$ cat src/rtl/fetch_pkg.sv
// rtl/fetch_pkg.sv - shared types and constants for the IF1 fetch controller
package fetch_pkg;

   typedef enum logic [1:0] {
      IDLE  = 2'd0,
      RUN   = 2'd1,
      FLUSH = 2'd2
   } fetch_state_e;

   typedef struct packed {
      logic [31:0] pc;
      logic [31:0] inst;
   } fq_entry_t;

   localparam logic [31:0] PC_INC = 32'd4;

endpackage

$ cat src/rtl/fetch_fifo.sv
// rtl/fetch_fifo.sv - synchronous FIFO with clear, used for the PC FIFO and instruction queue
module fetch_fifo #(
   parameter int unsigned WIDTH = 32,
   parameter int unsigned DEPTH = 4
) (
   input  logic                           clk,
   input  logic                           reset_n,
   input  logic                           clear,
   input  logic                           push,
   input  logic [WIDTH-1:0]               push_data,
   input  logic                           pop,
   output logic [WIDTH-1:0]               pop_data,
   output logic [$clog2(DEPTH+1)-1:0]     count
);

   localparam int unsigned AW = $clog2(DEPTH);
   localparam int unsigned CW = $clog2(DEPTH + 1);

   logic [WIDTH-1:0] mem [DEPTH];
   logic [AW-1:0]    wr_ptr;
   logic [AW-1:0]    rd_ptr;
   logic             empty;
   logic             full;
   logic             do_push;
   logic             do_pop;

   assign empty    = (count == '0);
   assign full     = (count == CW'(DEPTH));
   assign do_pop   = pop && !empty;
   // A full FIFO still takes a push when the head leaves in the same cycle.
   assign do_push  = push && (!full || do_pop);
   assign pop_data = mem[rd_ptr];

   // Pointer and occupancy tracking; clear empties the FIFO like reset does.
   always_ff @(posedge clk) begin
      if (!reset_n || clear) begin
         wr_ptr <= '0;
         rd_ptr <= '0;
         count  <= '0;
      end else begin
         if (do_push) wr_ptr <= wr_ptr + AW'(1);
         if (do_pop)  rd_ptr <= rd_ptr + AW'(1);
         count <= count + CW'(do_push) - CW'(do_pop);
      end
   end

   // Storage write; entries need no reset because occupancy gates their use.
   always_ff @(posedge clk) begin
      if (do_push && !clear) mem[wr_ptr] <= push_data;
   end

endmodule

$ cat src/rtl/fetch_ctrl_if1.sv
// rtl/fetch_ctrl_if1.sv - IF1 fetch controller; FETCH_BYPASS_EN enables zero-latency response bypass
module fetch_ctrl_if1
   import fetch_pkg::*;
#(
   parameter int unsigned FQ_DEPTH = 4,
   parameter logic [31:0] RESET_PC = 32'h0000_0000
) (
   input  logic        clk,
   input  logic        reset_n,
   input  logic [31:0] current_pc_if1,
   output logic [31:0] next_pc_if1,
   output logic        pc_en,
   output logic        imem_req_valid,
   output logic [31:0] imem_req_addr,
   input  logic        imem_req_ready,
   input  logic        imem_rsp_valid,
   input  logic [31:0] imem_rsp_data,
   input  logic        redirect_valid,
   input  logic [31:0] redirect_pc,
   output logic        inst_valid_o,
   output logic [31:0] inst_data_o,
   output logic [31:0] inst_pc_o,
   input  logic        inst_ready_i
);

   localparam int unsigned OW = $clog2(FQ_DEPTH + 1);
   localparam logic [OW:0] DEPTH_W = (OW + 1)'(FQ_DEPTH);

   fetch_state_e  state;
   fetch_state_e  state_n;
   logic [OW-1:0] outstanding;
   logic [OW-1:0] drop;
   logic [OW-1:0] drop_redirect;
   logic [OW-1:0] q_count;
   logic [OW-1:0] pc_count;
   logic [OW:0]   inflight;
   logic          accept;
   logic          rsp_ok;
   logic          rsp_keep;
   logic          bypass_take;
   logic          q_empty;
   logic          q_push;
   logic          q_pop;
   logic [31:0]   pc_head;
   fq_entry_t     q_head;
   fq_entry_t     q_in;

   // A response with nothing in flight is ignored rather than underflowing the count.
   assign rsp_ok        = imem_rsp_valid && (outstanding != '0);
   // Only live responses in RUN outside a redirect cycle reach decode.
   assign rsp_keep      = rsp_ok && (state == RUN) && !redirect_valid;
   assign drop_redirect = outstanding - OW'(rsp_ok);
   assign inflight      = {1'b0, outstanding} + {1'b0, q_count};
   assign accept        = imem_req_valid && imem_req_ready;
   assign imem_req_addr = current_pc_if1;
   assign q_empty       = (q_count == '0);

`ifdef FETCH_BYPASS_EN
   assign bypass_take = rsp_keep && q_empty && inst_ready_i;
`else
   assign bypass_take = 1'b0;
`endif

   assign q_push  = rsp_keep && !bypass_take;
   assign q_pop   = inst_ready_i && !q_empty && !redirect_valid;
   assign q_in.pc   = pc_head;
   assign q_in.inst = imem_rsp_data;

   fetch_fifo #(
      .WIDTH (32),
      .DEPTH (FQ_DEPTH)
   ) u_pc_fifo (
      .clk       (clk),
      .reset_n   (reset_n),
      .clear     (redirect_valid),
      .push      (accept),
      .push_data (current_pc_if1),
      .pop       (rsp_keep),
      .pop_data  (pc_head),
      .count     (pc_count)
   );

   fetch_fifo #(
      .WIDTH ($bits(fq_entry_t)),
      .DEPTH (FQ_DEPTH)
   ) u_inst_q (
      .clk       (clk),
      .reset_n   (reset_n),
      .clear     (redirect_valid),
      .push      (q_push),
      .push_data (q_in),
      .pop       (q_pop),
      .pop_data  (q_head),
      .count     (q_count)
   );

   // State register.
   always_ff @(posedge clk) begin
      if (!reset_n) state <= IDLE;
      else          state <= state_n;
   end

   // Next state: redirect wins; FLUSH ends on the response that empties drop.
   always_comb begin
      state_n = state;
      case (state)
         IDLE: state_n = RUN;
         default: begin
            if (redirect_valid)
               state_n = (drop_redirect != '0) ? FLUSH : RUN;
            else if ((state == FLUSH) && rsp_ok && (drop == OW'(1)))
               state_n = RUN;
         end
      endcase
   end

   // Fetch request, PC enable and next PC.
   always_comb begin
      imem_req_valid = (state == RUN) && !redirect_valid && (inflight < DEPTH_W);
      pc_en          = redirect_valid || (imem_req_valid && imem_req_ready);
      next_pc_if1    = redirect_valid ? redirect_pc : current_pc_if1 + PC_INC;
   end

   // In-flight and stale-response counters.
   always_ff @(posedge clk) begin
      if (!reset_n) begin
         outstanding <= '0;
         drop        <= '0;
      end else begin
         outstanding <= outstanding + OW'(accept) - OW'(rsp_ok);
         if (redirect_valid)
            drop <= drop_redirect;
         else if ((state == FLUSH) && rsp_ok)
            drop <= drop - OW'(1);
      end
   end

   // Decode-side outputs: queue head, or the live response when bypassing.
   always_comb begin
      inst_valid_o = !q_empty;
      inst_pc_o    = q_empty ? RESET_PC : q_head.pc;
      inst_data_o  = q_empty ? 32'd0 : q_head.inst;
      if (bypass_take) begin
         inst_valid_o = 1'b1;
         inst_pc_o    = pc_head;
         inst_data_o  = imem_rsp_data;
      end
   end

   // A response with nothing in flight is a memory-side protocol error.
   rsp_without_request: assert property (@(posedge clk) disable iff (!reset_n)
      !(imem_rsp_valid && (outstanding == '0)));

   // While running, every in-flight fetch has its PC recorded.
   pc_fifo_tracks_outstanding: assert property (@(posedge clk) disable iff (!reset_n)
      (state == RUN) |-> (pc_count == outstanding));

endmodule
$ cat config.mk
export PLATFORM = sky130hd
export DESIGN_NAME = fetch_ctrl_if1
export DESIGN_NICKNAME = d
export VERILOG_FILES = /design/src/rtl/fetch_pkg.sv /design/src/rtl/fetch_fifo.sv /design/src/rtl/fetch_ctrl_if1.sv
export SDC_FILE = /design/constraint.sdc
export NUM_CORES = 1
export LEC_CHECK = 0
export ABC_AREA = 1
export BUFFER_PORTS_ARGS = -buffer_cell sky130_fd_sc_hd__buf_2
export CAP_MARGIN = 20
export CORE_MARGIN = 2
export CORE_UTILIZATION = 58
export DETAILED_ROUTE_END_ITERATION = 8
export PLACE_DENSITY = 0.85
export SYNTH_ARGS = -nofsm -noshare
export SYNTH_HDL_FRONTEND = slang
export SYNTH_SLANG_ARGS = --single-unit
$ cat constraint.sdc
create_clock -name clk -period 5.4 [get_ports clk]
set_input_delay 0.54 -clock clk [delete_from_list [all_inputs] [get_ports clk]]
set_output_delay 0.54 -clock clk [all_outputs]
set_load 0.03 [all_outputs]
==> run summary, run 1 <==
grt met1 use -> 0.347
hold path cells -> 1
leakage dissipation -> 7.63 nW
Final setup viols -> 0
Pins Over Slew Limit -> 0
synthesized area -> 17600 um^2
Synth Net Count -> 1726
grt met3 use -> 0.0354
antenna violations before repair -> 2
Die ar. -> 31700 um^2
met2 usage -> 0.441
Layout Nets -> 1911
RePlAce Congestion -> 0.962
clock root buffer -> clkbuf_16
Cell Chain, Critical Path -> inv_2, buf_4, o21ai_0, a21oi_1, buf_2
Clock Sinks -> 410
Layout area overhead -> 14.1%
largest net degree at the start of global routing -> 74
Core Box Area -> 29700 um^2
port bufs -> 232
All-Layer GR Usage -> 0.260
Final min period -> 3.85 ns
critical path class -> flip-flop to output pin
pwr/cell area -> 337 nW/um^2
Layout Skew -> 0.0171 ns
maximum VDD drop -> 0.204 mV
clock buffer depth -> 3
CP startpoint kind -> flip-flop
CP top delay family -> buffers and inverters
RSZ-0062 raised after global routing -> no
status -> finished, final reports clean
DRT iter0 DRCs -> 1408
antenna-violating nets left -> 0
WP data required -> 4.86 ns
worst-skew pair later-pin latency -> 0.53 ns
Hold Vio Cnt, Final -> 0
Setup crit end kind -> output pin
PostCTS Resize Cnt -> 0
Routed WL -> 41400 um
first-pass GRT wire length -> 63100 um
Slew headroom -> 0.271
CTS tree -> built
Avg Vias per Cell -> 5.72
layout cells sized above 1 -> 0.184
Hold Crit Class -> input port to flip-flop
initial core utilization -> 0.591
clock-pin slew on the worst setup and hold paths -> 0.06 ns
Mean Syn Cell Area -> 11.0 um^2
Seq cells post-synth -> 410
dpl hpwl -> 26400 um
CTS Buf Count -> 40
WP depth -> 5
commonest non-fill, non-tap cell in the layout -> nor2_1
setup TNS -> 0 ns
I/O pin total -> 233
fillcell total -> 2038
Vias -> 12596
Mapped Cells -> 1600
DRC viols -> 0
Hold-fix buffers, CTS -> 0
post-synthesis sequential area ratio -> 0.686
grt total ovfl -> 0
crit-path max FO -> 70
Cell Rows -> 63
FMAX -> 260 MHz
# Post-CTS Setup Buffers -> 0
max incr delay on CP -> 0.86 ns
Max Cap Violations -> 0
Die Height -> 178 um
Synth cell types -> 27
Reg2Reg Depth -> 7
Die Wd -> 178 um
Crit path arrival time -> 3.31 ns
Crit-path slowest cell -> inv_2
Worst Tran Pin Value -> 1.09 ns
period utilisation layout -> 0.713
synth warn -> 0
worst path buffer plus inverter count -> 3
drt wl/cell -> 18.8 um
H-tree depth -> 2
commonest non-fill, non-tap cells in the layout -> 386 x nor2_1, 384 x edfxtp_1, 232 x buf_2, 200 x o21ai_0, 198 x nand2_1
Tot Pwr -> 6.76 mW
Pre-Repair DR Iteration Count -> 5
vias in the first global route -> 11762
GRT busiest layer -> met2
## registers in the layout (all words and copies together), names as in the netlist, named ones only
signal            cells
u_pc_fifo.mem       128
u_pc_fifo.count       3
u_inst_q.rd_ptr       2
u_pc_fifo.rd_ptr      2
drop                  3
u_inst_q.count        3
u_pc_fifo.wr_ptr      2
state                 2
u_inst_q.wr_ptr       2
u_inst_q.mem        256
outstanding           3
## Yosys cell counts, drive strengths merged
master,count,area [um^2]
nor2,408,1590
edfxtp,384,11500
o21ai,206,1030
nand2,204,781
a21oi,83,415
inv,76,285
buf,71,425
clkbuf,36,135
o22ai,32,200
dfxtp,26,521
nand3,26,130
ha,21,263
xor2,12,105
fa,3,60.1
nand3b,3,22.5
or2,3,18.8
xnor2,3,26.3
nor3,2,10.0
a31oi,1,6.26
## through the flow
step,util,hold WS (ns),instance area (um^2),cells,setup WS [ns]
6_report,0.674,0.230,20000,2204,1.55
5_1_grt,0.674,0.220,20000,2204,1.33
4_1_cts,0.673,0.213,20000,2201,1.56
2_1_floorplan,-,0.436,17600,1600,1.14
3_3_place_gp,0.633,0.457,18800,2131,2.24
3_5_place_dp,0.634,0.472,18800,2132,2.13
## worst paths after layout
kind	start	to	slack, ns
max	flip-flop	inst_pc_o[16]	1.55
min reg2reg	u_inst_q.rd_ptr[1]$_SDFFE_PP0P_	flip-flop	0.48
min	imem_rsp_data[9]	u_inst_q.mem[1][9]$_DFFE_PP_	0.23
max reg2reg	outstanding[1]$_SDFF_PN0_	u_inst_q.mem[1][45]$_DFFE_PP_	2.66
## kinds of logic after synthesis
| logic type | count (synthesis) | synth area share |
|---|---|---|
| and+or+nand+nor | 646 | 0.145 |
| DFF | 410 | 0.686 |
| AOI/OAI and AO/OA | 322 | 0.0941 |
| buffers and inverters | 183 | 0.0482 |
| adders and majority gates | 24 | 0.0184 |
| xor gates and xnor gates | 15 | 0.00748 |
## cell type report
type / instances / area, um^2 / area share
Tap cell: 390 / 488 / 0.0244
Timing Repair Buffer: 250 / 1330 / 0.0663
Clock inverter: 17 / 103 / 0.00512
Clock buffer: 52 / 1070 / 0.0533
Multi-Input combinational cell: 1007 / 4710 / 0.235
Antenna cell: 2 / 5.00 / 0.000250
Sequential cell: 410 / 12100 / 0.602
Inverter: 76 / 285 / 0.0142
## routing by layer
layer,wire length (um),vias to the layer above,part of all wire
met3,3490,84,0.084
met2,20500,693,0.50
met4,1140,0,0.028
met5,0,-,0
met1,16200,5983,0.39
li1,-,5836,-
## where the power goes
| group | total, mW | switching [mW] | internal, mW |
|---|---|---|---|
| Sequential | 3.61 | 0.0336 | 3.58 |
| Combinational | 0.630 | 0.451 | 0.179 |
| Clock | 2.52 | 1.09 | 1.43 |
Power figures use the tool's default switching activity.
==> inputs of run 2 (changes only) <==
Settings changed: CORE_UTILIZATION 58 to 52, PLACE_DENSITY 0.85 to 0.81.
Clock period 5.4 ns to 3.35 ns, I/O delays scaled along.
==> run 2 against run 1 <==
Net effect: count of clock-buffer cells in the layout decreased by 2; sequential power increased by 61%; core utilization decreased by 6.5 points; cell area increased by 1.5%; die area increased by 11%.
==> run summary, run 2 (same netlist as run 1, synthesis figures left out) <==
commonest non-fill, non-tap cells in the layout -> 386 x nor2_1, 384 x edfxtp_1, 232 x buf_2, 200 x o21ai_0, 198 x nand2_1
period utilisation layout -> 0.876
clock-pin slew on the worst setup and hold paths -> 0.06 ns (about the same)
Core Box Area -> 33400 um^2 (+12%)
Hold Crit Class -> input port to flip-flop
Pre-Repair DR Iteration Count -> 5 (unchanged)
setup TNS -> 0 ns (unchanged)
CTS Buf Count -> 41 (+2.5%)
worst-skew pair later-pin latency -> 0.53 ns (about the same)
Die Height -> 188 um (+5.5%)
Worst Tran Pin Value -> 0.964 ns (-0.129 ns)
clock buffer depth -> 3 (unchanged)
pwr/cell area -> 557 nW/um^2 (+65%)
Worst R2R End -> outstanding[2]$_SDFF_PN0_
FMAX -> 341 MHz
Die Wd -> 188 um (+5.5%)
CTS tree -> built
dpl hpwl -> 24000 um (-9.0%)
critical path endpoint -> inst_pc_o[22]
grt total ovfl -> 0 (unchanged)
biggest regs -> u_inst_q.mem x256, u_pc_fifo.mem x128
largest net degree at the start of global routing -> 99 (+34%)
Finished Layout Cells -> 2265 (+2.8%)
cell-internal power -> 8.74 mW (+68%)
H-tree depth -> 2 (unchanged)
WP data required -> 3.01 ns (-1.85 ns)
All-Layer GR Usage -> 0.220 (-0.0397)
antenna-violating nets left -> 0 (unchanged)
hold path cells -> 1 (unchanged)
Final setup viols -> 0 (unchanged)
Routed WL -> 39300 um (-4.9%)
Crit-path slowest cell -> dfxtp_4
Hold-fix buffers, CTS -> 0 (unchanged)
Vias -> 12178 (-3.3%)
layout cells sized above 1 -> 0.192 (+0.00786)
Max Cap Violations -> 0 (unchanged)
Pins Over Slew Limit -> 0 (unchanged)
clock root buffer -> clkbuf_16
max incr delay on CP -> 0.49 ns (-0.37 ns)
sw power -> 2.58 mW (+64%)
grt met3 use -> 0.0283 (-0.00712)
critical path class -> flip-flop to output pin
leakage dissipation -> 7.74 nW (+1.4%)
GRT busiest layer -> met2
I/O pin total -> 233 (unchanged)
Hold Vio Cnt, Final -> 0 (unchanged)
Placed Cells -> 2192 (+2.8%)
Largest register FFs -> 256 (unchanged)
maximum VDD drop -> 0.311 mV (+52%)
DRT iter0 DRCs -> 985 (-30%)
area occupied by multi-input gates -> 4710 um^2 (unchanged)
Setup crit end kind -> output pin
met2 usage -> 0.397 (-0.0436)
Layout area overhead -> 15.9%
Seq. cell area -> 12100 um^2 (about the same)
status -> finished, final reports clean
fillcell total -> 2641 (+30%)
vias in the first global route -> 11947 (+1.6%)
port bufs -> 232 (unchanged)
Clock Sinks -> 410 (unchanged)
commonest non-fill, non-tap cell in the layout -> nor2_1
drt wl/cell -> 17.4 um (-7.4%)
Switching Share -> 0.228 (-0.00459)
Reg-to-Reg Start -> u_inst_q.count[2]$_SDFF_PP0_
Layout Skew -> 0.0162 ns (-0.000865 ns)
CP startpoint kind -> flip-flop
Layout Nets -> 1913 (+0.10%)
Cell Chain, Critical Path -> inv_2, buf_12, o21ai_0, a21oi_1, buf_2
RePlAce Congestion -> 0.905 (-5.9%)
PostCTS Resize Cnt -> 0 (unchanged)
antenna violations before repair -> 1 (-1)
Avg Vias per Cell -> 5.38 (-5.9%)
crit-path max FO -> 98 (+40%)
grt met1 use -> 0.276 (-0.0710)
Crit path arrival time -> 2.60 ns (-0.71 ns)
initial core utilization -> 0.526 (-0.0646)
clock power share -> 0.397 (+0.024)
RSZ-0062 raised after global routing -> no
first-pass GRT wire length -> 61100 um (-3.1%)
DRC viols -> 0 (unchanged)
Top reg by flops -> u_inst_q.mem
Sequential Power Share -> 0.514 (-0.020)
Comb pwr share -> 0.089 (-0.004)
Reg2Reg Depth -> 11 (+4)
R2R Setup Slk -> 0.67 ns (-1.99 ns)
# Post-CTS Setup Buffers -> 0 (unchanged)
Final min period -> 2.94 ns
Slew headroom -> 0.357 (+0.0853)
Die ar. -> 35300 um^2 (+11%)
Cell Rows -> 67 (+6.3%)
[run 2: cell types whose count changed in the layout (fill, tap and decap cells not counted), moves of 3 or more]
cell	delta
buf_12	+7
clkinv_1	-7
clkinv_2	+7
buf_4	-5
bufinv_16	+4
clkbuf_1	-3
[run 2: how the worst min path moves through the flow]
stage / from / endpoint
final: imem_rsp_data[9] / u_inst_q.mem[3][9]$_DFFE_PP_
after detailed placement: u_inst_q.rd_ptr[1]$_SDFFE_PP0P_ / flip-flop
after global placement: u_inst_q.rd_ptr[1]$_SDFFE_PP0P_ / flip-flop
after global routing: imem_rsp_data[2] / u_inst_q.mem[0][2]$_DFFE_PP_
after CTS: imem_rsp_data[1] / u_inst_q.mem[2][1]$_DFFE_PP_
after floorplan: reset_n / outstanding[0]$_SDFF_PN0_
[run 2: per-layer routing]
layer	vias to the layer above	part of all wire
met1	5800	0.41
met3	71	0.062
met2	465	0.50
met5	-	0
met4	0	0.027
li1	5842	-
[run 2: worst max-delay path: cells and delay by family (launching register included)]
family,cells,cell delay (ns)
DFF,1,0.49
AOI/OAI and AO/OA,2,0.44
buffers and inverters,3,1.08
[run 2: cell type report]
| type | count | area share |
|---|---|---|
| inverter | 76 | 0.0140 |
| clock buffer | 50 | 0.0531 |
| antenna | 1 | 0.000123 |
| multi-input combinational | 1007 | 0.231 |
| timing repair buffer | 251 | 0.0690 |
| sequential | 410 | 0.593 |
| tap | 448 | 0.0276 |
| clock inverter | 22 | 0.0121 |
[run 2: power by group through the flow]
| stage | logic [mW] | clock network (mW) | registers [mW] |
|---|---|---|---|
| final | 1.01 | 4.50 | 5.82 |
| after global routing | 1.12 | 4.78 | 5.82 |
| after CTS | 1.01 | 4.58 | 5.81 |
| after detailed placement | 1.01 | 0 | 5.92 |
| after global placement | 0.975 | 0 | 5.91 |
| after floorplan | 0.664 | 0 | 5.92 |
[run 2: per-stage QoR]
stage	total power, mW	utilization	setup slack (ns)	area (um^2)	hold WS (ns)
finish	11.3	0.610	0.414	20300	0.0203
global route	11.7	0.610	0.258	20300	0.0118
CTS	11.4	0.610	0.411	20300	0.00143
detailed placement	6.93	0.570	0.727	19000	0.478
global placement	6.89	0.570	0.757	19000	0.445
floorplan	6.58	-	-0.848	17600	0.428
